**src/rtl/avl_burst_pkg.sv**
```systemverilog
// rtl/avl_burst_pkg.sv - shared state type and address helper for the Avalon burst splitter
package avl_burst_pkg;

  typedef enum logic [1:0] {
    IDLE     = 2'd0,
    RD_ISSUE = 2'd1,
    RD_DRAIN = 2'd2,
    WR_BURST = 2'd3
  } state_t;

  localparam int WORD_BYTES = 4;
  localparam int ADDR_MAX_W = 64;

  // Aligns to a word and steps one word; callers truncate to their width so the address wraps.
  function automatic logic [ADDR_MAX_W-1:0] next_word_addr(input logic [ADDR_MAX_W-1:0] addr);
    return (addr & ~ADDR_MAX_W'(WORD_BYTES - 1)) + ADDR_MAX_W'(WORD_BYTES);
  endfunction

endpackage

```
**src/rtl/avl_burst_splitter.sv**
```systemverilog
// rtl/avl_burst_splitter.sv - splits s0 Avalon-MM bursts into single-word m0 accesses; BURST_SPLIT_RD_PIPE_EN pipelines reads
module avl_burst_splitter
  import avl_burst_pkg::*;
#(
  parameter int ADDR_W      = 32,
  parameter int BURST_W     = 8,
  parameter int MAX_PENDING = 4
) (
  input  logic              clk,
  input  logic              rest,
  input  logic [ADDR_W-1:0] s0_address,
  input  logic [3:0]        s0_byteEnable,
  input  logic              s0_read,
  input  logic              s0_write,
  input  logic [31:0]       s0_writeData,
  input  logic              s0_beginBurstTransfer,
  input  logic [BURST_W-1:0] s0_burstCount,
  output logic [31:0]       s0_readData,
  output logic              s0_readDataValid,
  output logic              s0_waitRequest,
  output logic [ADDR_W-1:0] m0_address,
  output logic [3:0]        m0_byteEnable,
  output logic              m0_read,
  output logic              m0_write,
  output logic [31:0]       m0_writeData,
  input  logic [31:0]       m0_readData,
  input  logic              m0_waitRequest,
  input  logic              m0_readDataValid
);

  localparam int PEND_W = $clog2(MAX_PENDING + 1);
`ifdef BURST_SPLIT_RD_PIPE_EN
  localparam logic [PEND_W-1:0] PEND_LIMIT = PEND_W'(MAX_PENDING);
`else
  localparam logic [PEND_W-1:0] PEND_LIMIT = PEND_W'(1);
`endif

  state_t              state_q, state_d;
  logic [ADDR_W-1:0]   addr_q;
  logic [BURST_W-1:0]  cnt_q;
  logic [BURST_W-1:0]  ret_q;
  logic [3:0]          be_q;
  logic [PEND_W-1:0]   pend_q;

  logic [BURST_W-1:0]  first_cnt;
  logic [ADDR_W-1:0]   s0_word_addr;
  logic [ADDR_W-1:0]   s0_next_addr;
  logic [ADDR_W-1:0]   addr_next;
  logic                issue_fire;
  logic                wr_fire;
  logic                rd_ret;
  logic                in_read;
  logic                unused_begin;

  // The first-beat marker carries no information the burst count does not already give.
  assign unused_begin = s0_beginBurstTransfer;

  assign first_cnt    = (s0_burstCount == '0) ? BURST_W'(1) : s0_burstCount;
  assign s0_word_addr = {s0_address[ADDR_W-1:2], 2'b00};
  assign s0_next_addr = ADDR_W'(next_word_addr(ADDR_MAX_W'(s0_address)));
  assign addr_next    = ADDR_W'(next_word_addr(ADDR_MAX_W'(addr_q)));
  assign in_read      = (state_q == RD_ISSUE) || (state_q == RD_DRAIN);
  assign issue_fire   = m0_read && !m0_waitRequest;
  assign wr_fire      = m0_write && !m0_waitRequest;
  assign rd_ret       = m0_readDataValid && in_read;

  // State register.
  always_ff @(posedge clk or posedge rest) begin
    if (rest) state_q <= IDLE;
    else      state_q <= state_d;
  end

  // Next-state decode; a write present in IDLE always beats a read.
  always_comb begin
    state_d = state_q;
    case (state_q)
      IDLE: begin
        if (s0_write) begin
          if (!m0_waitRequest && (first_cnt > BURST_W'(1))) state_d = WR_BURST;
        end else if (s0_read) begin
          state_d = RD_ISSUE;
        end
      end
      RD_ISSUE: if (issue_fire && (cnt_q == BURST_W'(1))) state_d = RD_DRAIN;
      RD_DRAIN: if (rd_ret && (ret_q == BURST_W'(1))) state_d = IDLE;
      WR_BURST: if (wr_fire && (cnt_q == BURST_W'(1))) state_d = IDLE;
      default:  state_d = IDLE;
    endcase
  end

  // Burst address, beat/return counters and the outstanding-read count.
  always_ff @(posedge clk or posedge rest) begin
    if (rest) begin
      addr_q <= '0;
      cnt_q  <= '0;
      ret_q  <= '0;
      be_q   <= '0;
      pend_q <= '0;
    end else begin
      case (state_q)
        IDLE: begin
          pend_q <= '0;
          if (s0_write) begin
            if (!m0_waitRequest) begin
              addr_q <= s0_next_addr;
              cnt_q  <= first_cnt - BURST_W'(1);
            end
          end else if (s0_read) begin
            addr_q <= s0_word_addr;
            cnt_q  <= first_cnt;
            ret_q  <= first_cnt;
            be_q   <= s0_byteEnable;
          end
        end
        RD_ISSUE, RD_DRAIN: begin
          if (issue_fire) begin
            addr_q <= addr_next;
            cnt_q  <= cnt_q - BURST_W'(1);
          end
          if (rd_ret) ret_q <= ret_q - BURST_W'(1);
          case ({issue_fire, rd_ret})
            2'b10:   pend_q <= pend_q + PEND_W'(1);
            2'b01:   pend_q <= pend_q - PEND_W'(1);
            default: pend_q <= pend_q;
          endcase
        end
        WR_BURST: begin
          if (wr_fire) begin
            addr_q <= addr_next;
            cnt_q  <= cnt_q - BURST_W'(1);
          end
        end
        default: pend_q <= '0;
      endcase
    end
  end

  // Output decode; everything is held quiet while reset is asserted.
  always_comb begin
    s0_waitRequest   = 1'b1;
    s0_readData      = '0;
    s0_readDataValid = 1'b0;
    m0_address       = '0;
    m0_byteEnable    = '0;
    m0_read          = 1'b0;
    m0_write         = 1'b0;
    m0_writeData     = '0;
    if (!rest) begin
      case (state_q)
        IDLE: begin
          if (s0_write) begin
            m0_write       = 1'b1;
            m0_address     = s0_word_addr;
            m0_byteEnable  = s0_byteEnable;
            m0_writeData   = s0_writeData;
            s0_waitRequest = m0_waitRequest;
          end else begin
            s0_waitRequest = 1'b0;
          end
        end
        RD_ISSUE: begin
          m0_read       = (pend_q < PEND_LIMIT);
          m0_address    = addr_q;
          m0_byteEnable = be_q;
        end
        WR_BURST: begin
          m0_write       = s0_write;
          m0_address     = addr_q;
          m0_byteEnable  = s0_byteEnable;
          m0_writeData   = s0_writeData;
          s0_waitRequest = (s0_read && !s0_write) ? 1'b1 : m0_waitRequest;
        end
        default: s0_waitRequest = 1'b1;
      endcase
      if (in_read) begin
        s0_readData      = m0_readData;
        s0_readDataValid = m0_readDataValid;
      end
    end
  end

endmodule

```
**config.mk**
```make
export PLATFORM = sky130hd
export DESIGN_NAME = avl_burst_splitter
export DESIGN_NICKNAME = d
export VERILOG_FILES = /design/src/rtl/avl_burst_pkg.sv /design/src/rtl/avl_burst_splitter.sv
export SDC_FILE = /design/constraint.sdc
export NUM_CORES = 1
export LEC_CHECK = 0
export CAP_MARGIN = 0
export CORE_UTILIZATION = 30
export CTS_BUF_LIST = sky130_fd_sc_hd__clkbuf_16
export DETAILED_ROUTE_END_ITERATION = 10
export HOLD_SLACK_MARGIN = 0.1
export PLACE_DENSITY = 0.57
export SYNTH_ARGS = -nofsm -noshare
export SYNTH_HDL_FRONTEND = slang
export SYNTH_SLANG_ARGS = --single-unit
```
**constraint.sdc**
```tcl
create_clock -name clk -period 3.7 [get_ports clk]
set_input_delay 0.555 -clock clk [delete_from_list [all_inputs] [get_ports clk]]
set_output_delay 0.555 -clock clk [all_outputs]
set_load 0.02 [all_outputs]
```
; Yosys cells after proc, flatten, opt, wreduce, memory -nomap -nowiden
; Index checks and enable logic that the tools add are counted.
[totals]
register_bits = 57
latch_bits = 0
ram_bits = 0
mem_bits_ro = 0
input_bits = 115
output_inout_bits = 104
wordCells = 103
memories = 0
[classes]
add_sub_neg = 7
n_mul = 0
div_mod_pow = 0
magnitude_cmp = 2
eq_ne = 19
shifts = 0
n_mux = 47
n_bitwise = 1
n_reduce_logical = 21
[op_table]
columns = op, n
row1 = $mux W32, 11
row2 = $pmux W32 S2, 2
row3 = $pmux W32 S3, 1
row4 = $add A32 B3 Y32 const B, 2
row5 = $mux W8, 8
row6 = $pmux W8 S3, 1
row7 = $sub A8 B1 Y8 const B, 3
row8 = $eq A8 B1 Y1 const B, 2
row9 = $pmux W8 S2, 1
row10 = $mux W2, 6
row11 = $ne A2 B2 Y1 const B, 6
row12 = $ne A3 B3 Y1 const B, 4
row13 = $pmux W3 S2, 2
row14 = $pmux W4 S3, 1
row15 = $mux W1, 9
row16 = $gt A8 B1 Y1 const B, 1
row17 = $logic_and A1 B1 Y1, 8
row18 = $logic_not A8 Y1, 1
row19 = $mux W4, 2
row20 = $pmux W2 S4, 1
row21 = $reduce_and A4 Y1, 2
row22 = $eq A2 B2 Y1 const B, 3
row23 = $reduce_and A5 Y1, 1
row24 = $eq A2 B1 Y1 const B, 2
row25 = 13 further kinds, 17

; Depth between registers and ports, before layout
; Gate-level depths: netlist of the first run.
[logic_depth]
depth_word = 7
ltp_mapped = 11
ltp_nobuf = 10

; Worst setup path after synthesis of the first run
; OpenSTA, ideal clock, no wires.
[synth_path]
path_type = input to output
from = input port rest
to = output port m0_address[10]
t_arrival_ns = 2.677
t_required_ns = 3.145
path_slack_ns = 0.468
stages = 4
path_buffers = 1
cell_sequence = inv_1 nand2_1 clkbuf_1 nor2_1
[synth_between]
elab_chain_len = 1
[synth_lines]
columns = item, line
row1 = "start, declared", avl_burst_splitter.sv:10  ; input logic rest,
row2 = $mux W32, avl_burst_splitter.sv:148  ; if (!rest) begin
row3 = "end, declared", avl_burst_splitter.sv:21  ; output logic [ADDR_W-1:0] m0_address,
; No other way between the ends.

; Worst setup path in the final report of the first run
[layout_path]
from = register state_q[0]
to = output port s0_readData[18]
[layout_between]
elab_chain_len = 4
word_cells_on_any_way = 5
cone_classes = eq/ne: 2 / mux: 2 / reduce/logical: 1
[layout_lines]
columns = item, line
row1 = "start, declared", avl_burst_splitter.sv:38  ; state_t state_q, state_d;
row2 = "start signal, assigned", avl_burst_splitter.sv:70  ; else state_q <= state_d;
row3 = $eq A2 B1 Y1 or $eq A2 B2 Y1 (tied branches), avl_burst_splitter.sv:62  ; assign in_read = (state_q == RD_ISSUE) || (state_q == RD_DRAIN);
row4 = $logic_or A1 B1 Y1 *, avl_burst_splitter.sv:62
row5 = $mux W32 *, avl_burst_splitter.sv:175  ; if (in_read) begin
row6 = $mux W32 *, avl_burst_splitter.sv:148
row7 = "end, declared", avl_burst_splitter.sv:18  ; output logic [31:0] s0_readData,
; Every way passes the cells marked *; elsewhere a longest branch is shown, timed or not.

==> summary.md, run 1 <==
| Metric | Value |
|---|---|
| Outcome | `finished, final reports clean` |
| Tcrit/Tclk final | `85.27%` |
| Slew headroom | `47.75%` |
| Final Hold Vio Count | `0` |
| Port bufs | `213` |
| Worst-path clk slew | `0.07 ns` |
| CP dominant cell by count | `buf_4` |
| Grt total ovfl | `0` |
| RSZ-0062 raised after global routing | `false` |
| Clock power share | `8.3%` |
| Via count | `5952` |
| Post-layout minimum cycle time | `3.155 ns` |
| All-Layer GR Usage | `20.08%` |
| Initial core utilization | `slightly above 30%` |
| Clock Sinks | `55` |
| Crit path buf inv count | `4` |
| Routed Wire Length | `about 19000 um` |
| Resize count post-CTS | `0` |
| PwrDens | `713.4 nW/um^2` |
| Startpoint types | `register` |
| Largest net degree at the start of global routing | `56` |
| Leakage Power | `0.003069 uW` |
| Initial DRC count | `approximately 320` |
| Count of cell types in the netlist | `63` |
| Synth area leader | `dfrtp_1` |
| Crit path required time | `3.14 ns` |
| Layout cell share with drive strength beyond 1 | `6.682%` |
| Antenna violations before repair | `0` |
| Syn Std Cell Area | `5316 um^2` |
| Setup TNS | `0 ns` |
| Int Pwr | `2838 uW` |
| CP Class | `reg2out` |
| FMAX | `317.0 MHz` |
| Vias in the first global route | `5461` |
| Synthesized instance count | `694` |
| Critical-path cell list | `inv_1, ha_1, buf_4, nor2b_1, buf_4, and2_1, clkdlybuf4s50_1` |
| Synthesized area per cell | `between 7 and 8 um^2` |
| Gpl congestion | `0.8236` |
| Core footprint | `17300 um^2` |
| Crit-path slowest cell | `clkdlybuf4s50_1` |
| Setup bufs post-CTS | `0` |
| Synth cell count leaders | `nor2_1, dfrtp_1, and3_1` |
| Main synth FF type | `dfrtp_1` |
| CTS Buffer Depth | `2` |
| Worst slew pin tran | `0.7778 ns` |
| Final Max Slew Viols | `0` |
| FFs w/ async S/R, synth | `100.0%` |
| First-pass GRT wire length | `29290 um` |
| Via/cell ratio | `5.372` |
| Clock Skew | `0.01133 ns` |
| Total net switching power | `2741 uW` |
| Worst stage delay on the critical path | `0.62 ns` |
| Top cell type's share of synthesized area | `25.89%` |
| Skew-Pair Late Insertion Delay | `0.29 ns` |
| Max H-tree Level | `2` |
| # nets final | `1014` |
| Total CTS buffers | `5` |
| Peak supply drop | `0.4120 mV` |
| Avg WL per Cell | `16.77 um` |
| Combinational Power Share | `68.3%` |
| WP data arrival | `2.60 ns` |
| Std cell rows | `48` |
| Switching share of power | `49.13%` |
| DRC | `0` |
| Die ar. | `between 15000 and 20000 um^2` |
| Die height | `about 140 um` |
| Post-synthesis register bit count | `55` |
| Tot Pwr | `5579 uW` |
| CTS tree | `built` |
| CP max FO | `33` |
| Critical path's top delay family | `buffers and inverters` |
| Root Driver | `clkbuf_16` |
| EDFF count, synth | `0` |
| Hold crit path type | `reg2reg` |
| Critical Path End Type | `output pin` |
| I/O pin total | `219` |
| Detailed Place HPWL | `about 14000 um` |
| Area Overhead vs Synth | `47.12%` |
| Count leader, synth | `nor2_1` |
| # hold bufs at CTS | `0` |
| Antenna Nets Post-Route | `0` |
| Register area share after synthesis | `roughly a quarter` |
| Die width | `approximately 140 um` |
| Sequential power share | `23.4%` |
| Max-Cap Viols | `0` |
| Syn. warnings | `0` |
| # setup viols final | `0` |
| Largest cells by area after synthesis | `dfrtp_1, and3_1, nor2_1, a22oi_1, and2_1` |
| Length of the first detailed-routing pass in iterations | `4` |
| Antenna diode count | `0` |
-- cell usage in the layout (no fill, tap or decap), types with 4 or more instances in the layout --
cell             count
nor3_1              20
or2_2               11
nand2_1             30
ha_1                16
nand3_1             43
nor4_1              16
inv_1               20
xnor2_1             23
o22ai_1             13
a31oi_1              6
nor2b_1              6
a22oi_1             37
and2_1              37
buf_4               26
mux2i_1             19
a211oi_1            11
and3_1              45
nor2_1              75
o221a_2              5
a21oi_1             26
xor2_1              10
dfrtp_1             55
o21ai_0             20
clkdlybuf4s50_1    213
nand4_1             23
mux2_2               4
and4_1               8
clkbuf_16            5
a221oi_1             7
-- per-layer routing --
metal / track usage (%) / vias up / wire, um
li1: - / 2938 / -
met1: 26.17 / 2793 / 8311
met2: 34.70 / 209 / 8896
met3: 2.853 / 12 / 1162
met4: 4.806 / 0 / 208
met5: 0 / - / 0
-- kinds of logic (layout without fill, tap and decap cells) --
family,after synthesis,after routing,share of synthesized area [%]
simple gates,334,334,34.10
compound gates,153,153,20.29
buf+inv,79,267,6.025
flops,55,55,25.89
xor+xnor,33,33,5.436
mux,23,23,4.424
fa+ha+maj,16,16,3.766
other cells,1,2,0.07054
-- layout make-up --
type	instances	area, um^2
multi-input cells	561	3623
clock buffers	5	125.1
flip-flops and latches	55	1376
repair buffers	239	2327
well taps	225	281.5
fillers	1810	9475
clock inverters	2	8.758
inverters	21	78.83
-- registers in the layout (all words and copies together) (netlist names) --
signal and count:
pend_q 3, state_q 2, ret_q 8, cnt_q 8, be_q 4, addr_q 30
-- worst reg2reg max path: stages (launching register included) --
cell	delay [ns]
dfrtp_1	0.40
inv_1	0.12
ha_1	0.33
or4b_1	0.53
o31ai_2	0.39
buf_4	0.27
nand2_1	0.08
o41ai_1	0.47
a211oi_1	0.08
-- worst paths after layout --
kind,start,end,slack (ns),cells after the start
max,state_q[0],s0_readData[18],0.55,7
min in group asynchronous,rest,pend_q[0],0.95,3
max in group asynchronous,rest,addr_q[27],2.28,3
max reg2reg,state_q[1],addr_q[25],0.89,8
min,cnt_q[6],cnt_q[6],0.50,1
min reg2reg,cnt_q[6],cnt_q[6],0.50,1
-- power groups by stage --
stage | Clock (uW) | Sequential [uW] | Combinational [uW]
floorplan | 0 | 1160 | 2600
global placement | 0 | 1300 | 3780
detailed placement | 0 | 1310 | 3820
CTS | 476 | 1300 | 3840
global route | 498 | 1360 | 4200
finish | 462 | 1310 | 3810
-- per-stage QoR --
| step | area [um^2] | setup slack, ns | utilization (%) | std cells | hold WS, ns |
|---|---|---|---|---|---|
| final | 7821 | 0.5450 | 45.22 | 1108 | 0.5007 |
| after detailed placement | 7687 | 0.4020 | 44.44 | 1101 | 0.4893 |
| after global placement | 7687 | 0.4222 | 44.44 | 1101 | 0.4850 |
| after CTS | 7821 | 0.5240 | 45.22 | 1108 | 0.5078 |
| after global routing | 7821 | 0.3626 | 45.22 | 1108 | 0.5211 |
| after floorplan | 5320 | 0.4677 | - | 695 | 0.4571 |
Note: power is estimated with default switching activity, not from simulation.
==> inputs of run 2 (changes only) <==
- CORE_UTILIZATION: 30 -> 44
- PLACE_DENSITY: 0.57 -> 0.8
==> summary.md, run 2 (same netlist as run 1, synthesis figures left out) <==
| Metric | Value |
|---|---|
| Initial DRC count | `430` |
| Detailed Place HPWL | `13330 um` |
| Antenna diode count | `0` |
| Resize count post-CTS | `0` |
| All-Layer GR Usage | `27.91%` |
| I/O pin total | `219` |
| # hold bufs at CTS | `0` |
| Via/cell ratio | `roughly 6` |
| Slew headroom | `39.91%` |
| Post-layout minimum cycle time | `between 3 and 4 ns` |
| Root Driver | `clkbuf_16` |
| Min Hold Slack | `0.4976 ns` |
| Antenna violations before repair | `0` |
| Combinational Power Share | `68.0%` |
| Setup TNS | `0 ns` |
| Vias in the first global route | `between 5000 and 6000` |
| CP Class | `reg2out` |
| Antenna Nets Post-Route | `0` |
| Tot Pwr | `5605 uW` |
| Layout cell share with drive strength beyond 1 | `6.364%` |
| FMAX | `roughly 310 MHz` |
| Switching share of power | `49.54%` |
| Via count | `6108` |
| Tcrit/Tclk final | `86.80%` |
| # fillers | `971` |
| Crit path required time | `between 3 and 4 ns` |
| Skew-Pair Late Insertion Delay | `around 0.3 ns` |
| Critical-path cell list | `buf_4, ha_1, or4b_1, nor2_1, clkdlybuf4s50_1` |
| Crit path buf inv count | `2` |
| Largest net degree at the start of global routing | `56` |
| Sequential power share | `23.5%` |
| Hold crit path type | `reg2reg` |
| Std cell rows | `39` |
| Startpoint types | `register` |
| Worst-path clk slew | `0.07 ns` |
| Worst stage delay on the critical path | `~0.65 ns` |
| Setup bufs post-CTS | `0` |
| RSZ-0062 raised after global routing | `false` |
| Most frequent cells in the layout | `clkdlybuf4s50_1, nor2_1, dfrtp_1, and3_1, nand3_1` |
| Length of the first detailed-routing pass in iterations | `10` |
| Biggest register | `addr_q` |
| Die height | `111.9 um` |
| WP data arrival | `2.66 ns` |
| Clock power share | `8.5%` |
| Biggest regs | `addr_q x30, cnt_q x8, ret_q x8` |
| CTS tree | `built` |
| Grt total ovfl | `0` |
| Peak supply drop | `0.4138 mV` |
| Max-Cap Viols | `0` |
| Cell Area, Placed | `7555 um^2` |
| Total CTS buffers | `5` |
| Total net switching power | `2776 uW` |
| CTS Buffer Depth | `2` |
| Commonest non-fill, non-tap cell in the layout | `clkdlybuf4s50_1` |
| Area Overhead vs Synth | `44.76%` |
| RR Startpoint | `state_q[0]` |
| DRC | `11` |
| CP max FO | `17` |
| Initial core utilization | `between 40% and 50%` |
| Max H-tree Level | `2` |
| PwrDens | `728.2 nW/um^2` |
| Clock Sinks | `55` |
| Worst slew pin tran | `around 0.89 ns` |
| Port bufs | `213` |
| Die width | `around 110 um` |
| Routed Wire Length | `17830 um` |
| # nets final | `1010` |
| # setup viols final | `0` |
| Avg WL per Cell | `17.43 um` |
| Critical path's top delay family | `buffers and inverters` |
| Core footprint | `between 10000 and 15000 um^2` |
| CP Launch Point | `state_q[0]` |
| Gpl congestion | `approximately 0.91` |
| Largest register FFs | `30` |
| Die ar. | `12530 um^2` |
| Final instance area | `7696 um^2` |
| Outcome | `complete, but fails checks` |
| Failing checks | `design-rule violations` |
| Clock Skew | `0.009529 ns` |
| Critical Path End Type | `output pin` |
| Int Pwr | `2828 uW` |
| Worst Hold Launch | `cnt_q[6]` |
| Crit-path slowest cell | `clkdlybuf4s50_1` |
| Final Max Slew Viols | `0` |
| First-pass GRT wire length | `28640 um` |
| Final Hold Vio Count | `0` |
| Leakage Power | `~0.0031 uW` |
[run 2: final cells by class]
type / count / area [um^2] / area share, %
clock buffer: 5 / 125.1 / 1.626
multi-input combinational: 561 / 3623 / 47.08
sequential: 55 / 1376 / 17.88
clock inverter: 3 / 16.27 / 0.2113
tap: 143 / 178.9 / 2.325
inverter: 21 / 78.83 / 1.024
timing repair buffer: 235 / 2297 / 29.85
[run 2: per-stage QoR]
stage	std cells	utilization, %	worst slack (ns)
floorplan	695	-	0.4677
global placement	1015	65.05	0.4357
detailed placement	1015	65.05	0.3728
CTS	1023	66.27	0.5140
global route	1023	66.27	0.3459
finish	1023	66.27	0.4886
[run 2: path summary, 6_finish.rpt]
kind / endpoint / slack, ns / cells past startpoint
max: m0_read / 0.49 / 5
min: cnt_q[6] / 0.50 / 1
max reg2reg: cnt_q[7] / 0.52 / 9
min reg2reg: cnt_q[6] / 0.50 / 1
max in group asynchronous: addr_q[23] / 2.25 / 3
min in group asynchronous: ret_q[7] / 0.97 / 3
[run 2: per-layer routing]
metal,global-route usage (%),wire [um]
met1,36.60,7534
met5,0,0
met2,47.74,8844
met3,3.647,1158
met4,8.468,290
[run 2: power by group through the flow]
stage / logic, uW / registers (uW) / clock network, uW
2_1_floorplan: 2600 / 1160 / 0
3_3_place_gp: 3640 / 1290 / 0
3_5_place_dp: 3770 / 1310 / 0
4_1_cts: 3780 / 1300 / 478
5_1_grt: 4140 / 1360 / 505
6_report: 3810 / 1320 / 476
==> inputs of run 3 (changes only) <==
- CORE_ASPECT_RATIO: unset -> 0.5
==> summary.md, run 3 (same netlist as run 1, synthesis figures left out) <==
| Metric | Value |
|---|---|
| Root Driver | `clkbuf_16` |
| Grt total ovfl | `0` |
| Most frequent cells in the layout | `clkdlybuf4s50_1, nor2_1, dfrtp_1, and3_1, nand3_1` |
| Final instance area | `slightly below 8000 um^2` |
| Commonest non-fill, non-tap cell in the layout | `clkdlybuf4s50_1` |
| Max-Cap Viols | `0` |
| Final Hold Vio Count | `0` |
| Final Worst Setup Slack | `about 0.36 ns` |
| RSZ-0062 raised after global routing | `false` |
| Total CTS buffers | `5` |
| Post-layout minimum cycle time | `3.344 ns` |
| Avg WL per Cell | `roughly 18 um` |
| Detailed Place HPWL | `13640 um` |
| Final Max Slew Viols | `0` |
| Pre-CTS WS | `0.3831 ns` |
| Critical Path End Type | `output pin` |
| Startpoint types | `register` |
| WP data arrival | `2.79 ns` |
| Worst-path clk slew | `~0.080 ns` |
| Std cell rows | `27` |
| Clock Sinks | `55` |
| DRC | `0` |
| Tcrit/Tclk final | `90.37%` |
| Tot Pwr | `5589 uW` |
| Antenna violations before repair | `0` |
| Initial DRC count | `roughly 470` |
| PwrDens | `722.9 nW/um^2` |
| Die width | `157.5 um` |
| Biggest register | `addr_q` |
| Setup TNS | `0 ns` |
| Layout cell share with drive strength beyond 1 | `6.576%` |
| Leakage Power | `around 0.0031 uW` |
| Slew headroom | `50.00%` |
| Hold crit path type | `reg2reg` |
| Outcome | `finished, final reports clean` |
| # fillers | `956` |
| # nets final | `1012` |
| Vias in the first global route | `between 5000 and 6000` |
| Antenna diode count | `0` |
| Resize count post-CTS | `0` |
| Biggest regs | `addr_q x30, cnt_q x8, ret_q x8` |
| Core footprint | `11380 um^2` |
| CP Class | `reg2out` |
| Routed Wire Length | `~18000 um` |
| CTS tree | `built` |
| I/O pin total | `about 220` |
| Initial core utilization | `46.70%` |
| Cell Area, Placed | `7590 um^2` |
| Max H-tree Level | `2` |
| Gpl congestion | `0.8822` |
| Port bufs | `213` |
| All-Layer GR Usage | `29.32%` |
| Crit path required time | `roughly 3.1 ns` |
| # hold bufs at CTS | `0` |
| Die ar. | `12550 um^2` |
| Worst slew pin tran | `0.7431 ns` |
| First-pass GRT wire length | `29140 um` |
| Via count | `~6100` |
| CP max FO | `33` |
| Length of the first detailed-routing pass in iterations | `5` |
| Antenna Nets Post-Route | `0` |
| Skew-Pair Late Insertion Delay | `0.30 ns` |
| # setup viols final | `0` |
| Via/cell ratio | `approximately 5.9` |
| CTS Buffer Depth | `2` |
| Die height | `between 70 and 80 um` |
| Largest net degree at the start of global routing | `56` |
| Setup bufs post-CTS | `0` |
| Area Overhead vs Synth | `45.42%` |
| Peak supply drop | `~0.5 mV` |
| Clock Skew | `0.008866 ns` |
| FMAX | `299.1 MHz` |
| Largest register FFs | `30` |
run 3: report_power, final:
group          total, uW  internal (uW)  switching (uW)
clock network        480            248             232
logic               3820           1660            2160
registers           1290            908             383
total               5590           2820            2770
run 3: area by class of cell:
type | instances | area (um^2) | share of cell area (%)
Timing Repair Buffer | 237 | 2312 | 29.91
Clock buffer | 5 | 125.1 | 1.618
Sequential cell | 55 | 1376 | 17.80
Tap cell | 159 | 198.9 | 2.573
Multi-Input combinational cell | 561 | 3623 | 46.87
Inverter | 21 | 78.83 | 1.020
Clock inverter | 3 | 16.27 | 0.2104
run 3: metal layers:
layer  track usage [%]  wire length, um  up-vias
met5                 0                0        -
met4             7.864              283        0
met3             3.637             1293       21
met2             49.82             8728      266
met1             39.39             8188     2911
li1                  -                -     2939
run 3: final timing paths:
| check | slack [ns] | depth (start not counted) | startpoint | to |
|---|---|---|---|---|
| worst max-delay path | 0.36 | 8 | state_q[0] | s0_readData[7] |
| worst max register to register | 0.48 | 9 | state_q[0] | addr_q[19] |
| max in group asynchronous | 2.24 | 4 | rest | addr_q[21] |
| worst min-delay path | 0.51 | 1 | cnt_q[6] | cnt_q[6] |
| worst min register to register | 0.51 | 1 | cnt_q[6] | cnt_q[6] |
| min in group asynchronous | 0.96 | 4 | rest | ret_q[0] |
run 3: worst max-delay path, stage by stage, from the launching register on:
cell and delay (ns):
dfrtp_1 0.35, buf_4 0.21, inv_1 0.11, ha_1 0.32, buf_4 0.25, nor2b_1 0.16, buf_4 0.26, and2_1 0.17
clkdlybuf4s50_1 0.66
run 3: through the flow:
step | utilization, % | hold slack [ns] | std cells
global placement | 66.67 | 0.4812 | 1033
finish | 67.91 | 0.5053 | 1041
floorplan | - | 0.4571 | 695
detailed placement | 66.67 | 0.4863 | 1033
global route | 67.91 | 0.5327 | 1041
CTS | 67.91 | 0.5083 | 1041
